<file path="src/rtl/y86_pkg.sv">
// Shared Y86-64 definitions: instruction codes and fetch-PC states.
// Imported by pc_predict_select and ret_addr_stack.
package y86_pkg;

  localparam logic [3:0] IHALT = 4'h0;
  localparam logic [3:0] INOP  = 4'h1;
  localparam logic [3:0] IJXX  = 4'h7;
  localparam logic [3:0] ICALL = 4'h8;
  localparam logic [3:0] IRET  = 4'h9;

  typedef enum logic [1:0] {
    RUN,
    RET_WAIT,
    HALTED
  } pc_state_t;

endpackage

</file>
<file path="src/rtl/ret_addr_stack.sv">
// Circular return-address stack: a push when full overwrites the oldest
// entry and the count saturates; a pop when empty is ignored.
import y86_pkg::*;

module ret_addr_stack #(
  parameter int DEPTH = 8
) (
  input  logic                     clk,
  input  logic                     rst,
  input  logic                     push_i,
  input  logic                     pop_i,
  input  logic                     clear_i,
  input  logic [63:0]              data_i,
  output logic [63:0]              top_o,
  output logic [$clog2(DEPTH):0]   count_o
);

  localparam int AW = $clog2(DEPTH);
  localparam logic [AW:0] FULL = (AW+1)'(DEPTH);

  logic [63:0]   mem_q [DEPTH];
  logic [AW-1:0] ptr_q;
  logic [AW-1:0] top_idx;
  logic [AW:0]   count_q;

  assign top_idx = ptr_q - AW'(1);
  assign top_o   = mem_q[top_idx];
  assign count_o = count_q;

  always_ff @(posedge clk) begin
    if (push_i && !clear_i && !rst) begin
      mem_q[ptr_q] <= data_i;
    end
  end

  always_ff @(posedge clk) begin
    if (rst || clear_i) begin
      ptr_q   <= '0;
      count_q <= '0;
    end else if (push_i) begin
      ptr_q <= ptr_q + AW'(1);
      if (count_q != FULL) begin
        count_q <= count_q + (AW+1)'(1);
      end
    end else if (pop_i && count_q != '0) begin
      ptr_q   <= top_idx;
      count_q <= count_q - (AW+1)'(1);
    end
  end

endmodule

</file>
<file path="src/rtl/pc_predict_select.sv">
// Fetch-stage PC register, next-PC predictor and misprediction repair.
// Define RAS_RETURN_PREDICT_EN to predict ret targets with a return stack.
import y86_pkg::*;

module pc_predict_select #(
  parameter logic [63:0] RESET_PC  = 64'h0,
  parameter int          RAS_DEPTH = 8
) (
  input  logic        clk,
  input  logic        rst,
  input  logic        f_valid,
  input  logic        f_stall,
  input  logic [3:0]  f_icode,
  input  logic [63:0] f_valC,
  input  logic [63:0] f_valP,
  input  logic [3:0]  M_icode,
  input  logic        M_cnd,
  input  logic [63:0] M_valA,
  input  logic [3:0]  W_icode,
  input  logic [63:0] W_valM,
  input  logic [63:0] W_pred_pc,
  output logic [63:0] f_pc,
  output logic [63:0] pred_pc,
  output logic        redirect,
  output logic        ret_stall
);

  logic [63:0] f_pc_q, f_pc_d;
  pc_state_t   state_q, state_d;
  logic        ret_stall_q, ret_stall_d;
  logic        m_mispredict;
  logic        w_fix;
  logic        fetch_ok;
  logic [63:0] ret_pred;

  assign m_mispredict = (M_icode == IJXX) && !M_cnd;
  assign fetch_ok     = f_valid && !f_stall && (state_q == RUN);
  assign redirect     = !rst && (m_mispredict || w_fix);

`ifdef RAS_RETURN_PREDICT_EN
  localparam bit HAS_RAS = 1'b1;

  logic                       ras_push;
  logic                       ras_pop;
  logic [63:0]                ras_top;
  logic [$clog2(RAS_DEPTH):0] ras_count;

  assign w_fix    = (W_icode == IRET) && (W_valM != W_pred_pc);
  assign ras_push = fetch_ok && !redirect && (f_icode == ICALL);
  assign ras_pop  = fetch_ok && !redirect && (f_icode == IRET);
  assign ret_pred = (ras_count != '0) ? ras_top : f_valP;

  ret_addr_stack #(
    .DEPTH(RAS_DEPTH)
  ) u_ras (
    .clk    (clk),
    .rst    (rst),
    .push_i (ras_push),
    .pop_i  (ras_pop),
    .clear_i(w_fix),
    .data_i (f_valP),
    .top_o  (ras_top),
    .count_o(ras_count)
  );
`else
  localparam bit HAS_RAS = 1'b0;

  logic unused_cfg;

  assign unused_cfg = ^W_pred_pc ^ RAS_DEPTH[0];
  assign w_fix      = (W_icode == IRET) && (state_q == RET_WAIT);
  assign ret_pred   = f_valP;
`endif

  always_comb begin
    pred_pc = f_valP;
    unique case (1'b1)
      f_icode == IJXX,
      f_icode == ICALL: pred_pc = f_valC;
      f_icode == IRET:  pred_pc = ret_pred;
      default:          pred_pc = f_valP;
    endcase
  end

  // A squash from M outranks the older W ret: its path is the live one.
  always_comb begin
    f_pc_d  = f_pc_q;
    state_d = state_q;
    if (m_mispredict) begin
      f_pc_d  = M_valA;
      state_d = RUN;
    end else if (w_fix) begin
      f_pc_d  = W_valM;
      state_d = RUN;
    end else if (fetch_ok) begin
      unique case (1'b1)
        f_icode == IHALT: state_d = HALTED;
        f_icode == IRET && !HAS_RAS: begin
          f_pc_d  = pred_pc;
          state_d = RET_WAIT;
        end
        default: f_pc_d = pred_pc;
      endcase
    end
    ret_stall_d = (state_d == RET_WAIT);
  end

  always_ff @(posedge clk) begin
    if (rst) begin
      f_pc_q      <= RESET_PC;
      state_q     <= RUN;
      ret_stall_q <= 1'b0;
    end else begin
      f_pc_q      <= f_pc_d;
      state_q     <= state_d;
      ret_stall_q <= ret_stall_d;
    end
  end

  assign f_pc      = f_pc_q;
  assign ret_stall = ret_stall_q;

endmodule

</file>
<file path="config.mk">
export PLATFORM = sky130hd
export DESIGN_NAME = pc_predict_select
export DESIGN_NICKNAME = d
export VERILOG_FILES = /design/src/rtl/y86_pkg.sv /design/src/rtl/ret_addr_stack.sv /design/src/rtl/pc_predict_select.sv
export SDC_FILE = /design/constraint.sdc
export NUM_CORES = 1
export LEC_CHECK = 0
export ABC_AREA = 1
export BUFFER_PORTS_ARGS = -buffer_cell sky130_fd_sc_hd__buf_2
export CAP_MARGIN = 20
export CORE_AREA = 2 2 180 182
export CTS_BUF_LIST = sky130_fd_sc_hd__clkbuf_4
export CTS_CLUSTER_DIAMETER = 150
export DETAILED_ROUTE_END_ITERATION = 8
export DIE_AREA = 0 0 182 184
export GPL_TIMING_DRIVEN = 0
export PLACE_DENSITY = 0.39
export SYNTH_ARGS = -nofsm -noshare
export SYNTH_HDL_FRONTEND = slang
export SYNTH_HIERARCHICAL = 1
export SYNTH_SLANG_ARGS = --single-unit
</file>
<file path="constraint.sdc">
create_clock -name clk -period 1.9 [get_ports clk]
set_input_delay 0.095 -clock clk [delete_from_list [all_inputs] [get_ports clk]]
set_output_delay 0.095 -clock clk [all_outputs]
set_load 0.02 [all_outputs]
</file>
# ---- After elaboration in Yosys (flattened, before gate mapping)
# Index checks and enable logic that the tools add are counted.
dict set report op_classes {
  eq_ne 8
  muxes 9
  reduce_logical 14
}
# op n
set ops {}
lappend ops {{64-bit 2-to-1 mux} 5}
lappend ops {{4-bit == test (second input constant)} 3}
lappend ops {{4-bit by 3-bit == test with 1-bit output (second input constant)} 2}
lappend ops {{2-bit 2-to-1 mux} 3}
lappend ops {{1-bit logical AND} 5}
lappend ops {{2-bit by 1-bit == test with 1-bit output (second input constant)} 2}
lappend ops {{4-bit zero test} 1}
lappend ops {{2-bit case mux with 2 select lines} 1}
lappend ops {{1-bit zero test} 3}
lappend ops {{3-bit inequality test (second input constant)} 1}
lappend ops {{3-bit nonzero test} 1}
lappend ops {{2-bit zero test} 1}
lappend ops {{2-bit AND reduction} 1}
lappend ops {{2-bit OR reduction} 1}
lappend ops {{1-bit logical OR} 1}
dict set report word_totals {
  ff_bits 67
  in_bits 337
  output_inout_bits 130
}

# ---- Longest topological paths before layout
# Gate-level depths: netlist of run 1.
dict set report logic_depth {
  depth_word 7
  mapped_depth 11
  ltp_nobuf 9
}

# ---- Worst setup path before layout of run 1
# No wires, ideal clock.
dict set report synth_path {
  kind {reg-to-reg}
  startpoint {register state_q[0]}
  endpoint {register f_pc_q[5] (netlist: f_pc[5])}
  t_arrival_ps 1242
  required_ps 1778
  setup_slack_ps 536
  stages_incl_launch_ff 10
  path_buffers 2
  synth_period_minus_slack_ps 1364
  cell_sequence {dfxtp_1 -> nand2_2 -> nor2_8 -> nand2_4 -> buf_6 -> buf_4 -> o21ai_1 -> inv_1 -> o21ai_0 -> a21oi_2}
}
dict set report synth_between {
  elab_chain_cells 4
}
# item line
set synth_rtl {}
lappend synth_rtl {{start: declaration} pc_predict_select.sv:29} ;# pc_state_t state_q, state_d;
lappend synth_rtl {{start signal: assignment} pc_predict_select.sv:115} ;# state_q <= state_d;
lappend synth_rtl {{2-bit by 1-bit == test with 1-bit output / 2-bit zero test (equally long branches)} {pc_predict_select.sv:71, pc_predict_select.sv:37}}
lappend synth_rtl {{1-bit logical AND, on equally long branches} {pc_predict_select.sv:71, pc_predict_select.sv:37}}
lappend synth_rtl {{3-bit inequality test (no source line), or another cell as far along} n/a}
lappend synth_rtl {{2-bit AND reduction (no source line) / 64-bit 2-to-1 mux (equally long branches)} n/a}
lappend synth_rtl {{end signal: assignment} pc_predict_select.sv:114} ;# f_pc_q <= f_pc_d;
lappend synth_rtl {{end: declaration} pc_predict_select.sv:28} ;# logic [63:0] f_pc_q, f_pc_d;
# Parallel ways exist; a longest one is shown, timed or not.
# A chain may end at the register's enable or synchronous reset.

# ---- Worst setup path after layout of run 1
dict set report layout_path {
  startpoint {register state_q[1]}
  endpoint {register f_pc_q[11] (netlist: f_pc[11])}
}
# The elaborated chain is that of the path after synthesis.

==> results of run 1 <==
[through the flow]
stage,instance area [um2],instances,utilization (%)
floorplan,5021,854,-
global placement,7536,1658,24.01
detailed placement,7536,1658,24.01
CTS,8743,1778,27.85
global route,8778,1781,27.96
finish,8781,1782,27.97
[sequential cells by signal, indices dropped and copies added, names as in the netlist]
signal     flops
f_pc          64
state_q        2
ret_stall      1
[layout make-up]
cell class                      instances  area [um2]
Inverter                              108       405.4
Antenna cell                            2       5.005
Clock inverter                          7       92.59
Tap cell                              402       503.0
Timing Repair Buffer                  508        3080
Clock buffer                            9       67.56
Buffer                                 68       364.1
Sequential cell                        67        1343
Multi-Input combinational cell        611        2920
Fill cell                            3651       22610
[synth_stat cells, drive strengths merged]
cell	n	area (um2)
buf	51	294.0
nand3b	1	7.510
inv	108	405.4
nand2	187	726.9
dfxtp	67	1341
nand3	98	490.5
o21ai	145	725.7
clkbuf	17	65.06
nor2	50	216.5
a21oi	112	635.6
and2	17	106.4
nor4	1	6.260
[metal layers]
layer	vias to the layer above	routed length (um)	global-route usage [%]
li1	3814	-	-
met4	2	299	3.548
met3	21	1759	3.625
met5	-	13	0
met1	3411	13100	21.17
met2	271	15340	32.29
[logic make-up after synthesis]
logic type / Yosys count / synth area share, %
simple gates: 354 / 30.95
compound gates: 257 / 27.11
buf+inv: 176 / 15.23
flops: 67 / 26.71
[tightest hold or removal path: cells and delay by family]
family,cells,cell delay [ns]
AO/OA/AOI/OAI,3,0.27
buffers and inverters,2,0.11
[where the power goes]
| group | total (mW) | leakage (nW) | switching [mW] | internal (mW) |
|---|---|---|---|---|
| Clock | 1.19 | 0.0796 | 0.662 | 0.529 |
| Combinational | 1.71 | 4.00 | 0.984 | 0.727 |
| Sequential | 1.56 | 0.552 | 0.0489 | 1.51 |
| Total | 4.46 | 4.63 | 1.70 | 2.77 |
[how the worst max path moves through the flow]
stage / startpoint / end / depth (start not counted)
4_1_cts: state_q[0]$_SDFF_PP0_ / redirect / 7
2_1_floorplan: state_q[0]$_SDFF_PP0_ / f_pc[5]$_SDFFE_PP0P_ / 9
3_5_place_dp: state_q[0]$_SDFF_PP0_ / f_pc[11]$_SDFFE_PP0P_ / 8
5_1_grt: state_q[0]$_SDFF_PP0_ / redirect / 7
3_3_place_gp: M_icode[2] / f_pc[1]$_SDFFE_PP0P_ / 10
6_report: state_q[1]$_SDFF_PP0_ / f_pc[11]$_SDFFE_PP0P_ / 8
[cell usage in the layout, fill, tap and decap left out, drive strengths merged, types with 3 or more instances in the layout]
cell         count
a21oi          112
and2            17
buf            454
clkbuf          27
clkinv           3
dfxtp           67
dlygate4sd3    104
inv            108
nand2          187
nand3           98
nor2            50
o21ai          145
[timing repair]
action | CTS | global route
pin swaps | 0 | 2
setup endpoints to repair | 2 | 13
resized for setup | 2 | 4
endpoints found under the hold margin | 60 | 0
hold buffers | 104 | 0
setup buffers | 0 | 2
==> run summary, run 1 <==
Net count, final: 1710
first-pass GRT wire length: 44480 um
Hold EP: f_pc[35]$_SDFFE_PP0P_
Clock Latency Late Sink: 0.46 ns
endpoints failing setup: 0
worst r2r src: state_q[1]$_SDFF_PP0_
share of cells above drive strength 1: 36.79%
Hold Path Stages: 5
htree depth: 3
drt pass-1 iters: 4
Fin. Hold Viols: 0
worst setup margin: 0.1574 ns
CP max stage delay: 0.38 ns
worst reg-to-reg setup slack: 0.16 ns
pwr dens: 507.9 nW/um2
Setup WS pre-CTS: 0.003275 ns
crit path capture type: flop
Leak: 4.633 nW
input/output buffers: 402
synthesis-to-layout area growth: 74.88%
CTS Sinks: 67
Tcrit/Tclk final: 91.72%
RePlAce Congestion: 0.7764
Die H: 184 um
antenna violations before repair: 3
TritonCTS clock tree: done
Max Fanout on Critical Path: 10
cell row count: 65
CP Launch Type: flop
Cells after Synth: 854
die width: 182 um
routed vias: 7519
Required @ worst endpoint: 2.24 ns
crit path time final: 1.743 ns
vias in the first global route: 7603
Clock transition at path regs: 0.15 ns
Cell Area, Synth: 5021 um2
Starting DRT DRC Count: 246
HP Start: W_valM[35]
Netlist cell types: 24
GRT Overall Usage: 17.60%
cell chain of the critical path: nor2_1 > nand3_1 > nor2_2 > nor2_4 > buf_4 > buf_2 > a21oi_1 > a21oi_2
largest net degree at the start of global routing: 13
final setup TNS: 0 ns
Hold Path Class: input pin to flop
pins over their slew limit: 0
final wirelength: 30500 um
post-route ant nets: 0
DRC violations left: 0
Yosys warnings: 6
RSZ-0062 raised after global routing: false
Buf/Inv on CP: 2
syn_area_per_cell: 5.879 um2
maxcap violations: 0
routed len/inst: 17.12 um
post-synthesis sequential area ratio: 26.71%
FMAX: 573.9 MHz
slowest stage cell on the critical path: dfxtp_1
Top delay family on crit path: simple AND/OR/NAND/NOR gates
Slew @ Worst Pin: 0.7230 ns
buffer levels on the longest clock path: 2
R2R depth: 8
Vias per Instance: 4.219
peak supply drop: 0.2928 mV
Die ar.: 33490 um2
Crit Path Class: flop to flop
Final Power: 4.460 mW
Ports: 467
CTS root buf: clkbuf_4
outcome: complete, no violations
Final HPWL DP: 23980 um
Syn Nets: 1191
gr ovfl total: 0
Initial Util: 15.99%
Yosys reg bits: 67
core box area: 31390 um2
CTS Buf Count: 9
Fin Hold WS: 0.04336 ns
capture point of the worst reg-to-reg path: f_pc[11]$_SDFFE_PP0P_
Max-slew headroom: 51.80%
Worst Path Arrival: 2.08 ns
skew final: 0.01532 ns
(Power assumes the default switching activity.)
==> run 2: changes to the inputs <==
==> constraint.sdc (replaced) <==
create_clock -name clk -period 1.9 [get_ports clk]
set_input_delay 0.38 -clock clk [delete_from_list [all_inputs] [get_ports clk]]
set_output_delay 0.38 -clock clk [all_outputs]
set_load 0.02 [all_outputs]
==> run 2 against run 1 <==
Global-route usage about the same; die area unchanged; utilization down 1.0 points; hold slack better by 0.15 ns; sequential cell count unchanged.
==> run summary, run 2 (synthesis gave the netlist of run 1 again) <==
outcome: complete, no violations
RePlAce Congestion: 0.7764
drt pass-1 iters: 5
Leak: 4.495 nW
Ports: 467
crit path launch: f_icode[1]
Cells after DPL: 1658
Max-slew headroom: 53.96%
final wirelength: 30610 um
commonest non-fill, non-tap cells in the layout: buf_2 (378), nand2_1 (156), inv_1 (104)
input/output buffers: 402
Starting DRT DRC Count: 233
max reg flops: 64
gr ovfl total: 0
routed len/inst: 18.08 um
slowest stage cell on the critical path: and2_1
endpoints failing setup: 0
cell row count: 65
Clock transition at path regs: 0.15 ns
TritonCTS clock tree: done
die width: 182 um
share of cells above drive strength 1: 43.60%
Slew @ Worst Pin: 0.6906 ns
final setup TNS: 0 ns
core box area: 31390 um2
Die H: 184 um
switching power share of the total: 38.27%
worst r2r src: state_q[1]$_SDFF_PP0_
capture point of the worst reg-to-reg path: f_pc[11]$_SDFFE_PP0P_
P_int: 2.765 mW
crit path time final: 1.890 ns
pwr dens: 529.5 nW/um2
CTS Buf Count: 9
Die ar.: 33490 um2
CTS Sinks: 67
skew final: 0.01458 ns
Required @ worst endpoint: 1.52 ns
post-route ant nets: 0
Initial Util: 15.99%
htree depth: 3
Critical Path End: pred_pc[42]
Crit Path Class: input pin to output port
DRC violations left: 0
Clock Latency Late Sink: 0.46 ns
Final Util: 26.95%
antenna violations before repair: 4
Fin. Hold Viols: 0
peak supply drop: 0.2964 mV
pins over their slew limit: 0
Sw Pwr: 1.714 mW
Final Power: 4.479 mW
vias in the first global route: 7234
Comb pwr share: 38.4%
cell chain of the critical path: buf_2 > nand2_1 > inv_1 > nand2_4 > buf_12 > buf_12 > nand3_1 > and2_1 > buf_2
RSZ-0062 raised after global routing: true
crit path capture type: output port
first-pass GRT wire length: 43860 um
CP max stage delay: 0.18 ns
CP Launch Type: input pin
worst reg-to-reg setup slack: 0.16 ns
synthesis-to-layout area growth: 68.48%
Vias per Instance: 4.249
Hold Path Class: input pin to flop
clock power share: 26.8%
Max Fanout on Critical Path: 10
Worst Path Arrival: 1.51 ns
CTS root buf: clkbuf_4
Tcrit/Tclk final: 99.45%
Seq pwr share: 34.8%
most common cell after layout, fill and taps aside: buf_2
FMAX: 529.2 MHz
R2R depth: 8
Net count, final: 1621
Finished Layout Cells: 1693
buffer levels on the longest clock path: 2
maxcap violations: 0
fillers: 3680
GRT Overall Usage: 17.57%
routed vias: 7194
largest net degree at the start of global routing: 13
Final HPWL DP: 23980 um
## run 2: cell count changes in the layout (fill, tap and decap cells not counted), sizes merged
| cell | before | now |
|---|---|---|
| dlygate4sd3 | 104 | 0 |
| buf | 454 | 468 |
| clkbuf | 27 | 28 |
## run 2: power groups by stage
stage	clock network, mW	registers, mW	logic (mW)
final	1.20	1.56	1.72
after global routing	1.30	1.57	1.88
after CTS	1.25	1.56	1.64
after detailed placement	0	1.59	1.54
after global placement	0	1.59	1.54
after floorplan	0	1.71	0.682
## run 2: area by class of cell
type | count | area, um2 | area share, %
diodes | 2 | 5.005 | 0.05916
inverters | 108 | 405.4 | 4.792
well taps | 402 | 503.0 | 5.946
plain buffers | 68 | 555.5 | 6.567
repair buffers | 419 | 2411 | 28.50
multi-input cells | 611 | 3074 | 36.34
clock inverters | 7 | 92.59 | 1.095
flip-flops and latches | 67 | 1345 | 15.90
clock buffers | 9 | 67.56 | 0.7987
## run 2: per-layer routing
metal	up-vias	track usage (%)	share of wire (%)
met4	4	4.032	1.5
met5	-	0	0.069
met1	3266	20.92	42
li1	3635	-	-
met3	28	4.279	6.5
met2	261	31.79	50
## run 2: worst min-delay path by stage
| stage | slack [ns] | to | start | cells after the start |
|---|---|---|---|---|
| global placement | 0.45 | f_pc[56]$_SDFFE_PP0P_ | f_pc[56]$_SDFFE_PP0P_ | 2 |
| global route | 0.15 | f_pc[44]$_SDFFE_PP0P_ | M_valA[44] | 3 |
| detailed placement | 0.45 | f_pc[52]$_SDFFE_PP0P_ | f_pc[52]$_SDFFE_PP0P_ | 2 |
| finish | 0.19 | f_pc[33]$_SDFFE_PP0P_ | M_valA[33] | 3 |
| CTS | 0.15 | f_pc[39]$_SDFFE_PP0P_ | M_valA[39] | 3 |
| floorplan | 0.53 | state_q[0]$_SDFF_PP0_ | state_q[0]$_SDFF_PP0_ | 2 |
## run 2: repair_timing
action                                  4_1_cts  5_1_grt
cloned                                        1        0
gates resized for setup                      82       93
hold buffers                                  0        0
endpoints found under the setup margin       66       68
setup buffers                                10        6
pin swaps                                     9        9
## run 2: worst max-delay path: cells and delay by family
| kind | cells | cell delay [ns] |
|---|---|---|
| AND/OR/NAND/NOR | 4 | 0.47 |
| buffers and inverters | 5 | 0.65 |
## run 2: per-stage QoR
step	cell area (um2)	setup slack [ns]	hold WS, ns
after CTS	8099	-0.03526	0.1479
final	8459	0.01041	0.1942
after global placement	7536	-0.4014	0.4510
after floorplan	5021	0.3109	0.5346
after global routing	8459	-0.03878	0.1487
after detailed placement	7536	-0.4293	0.4538
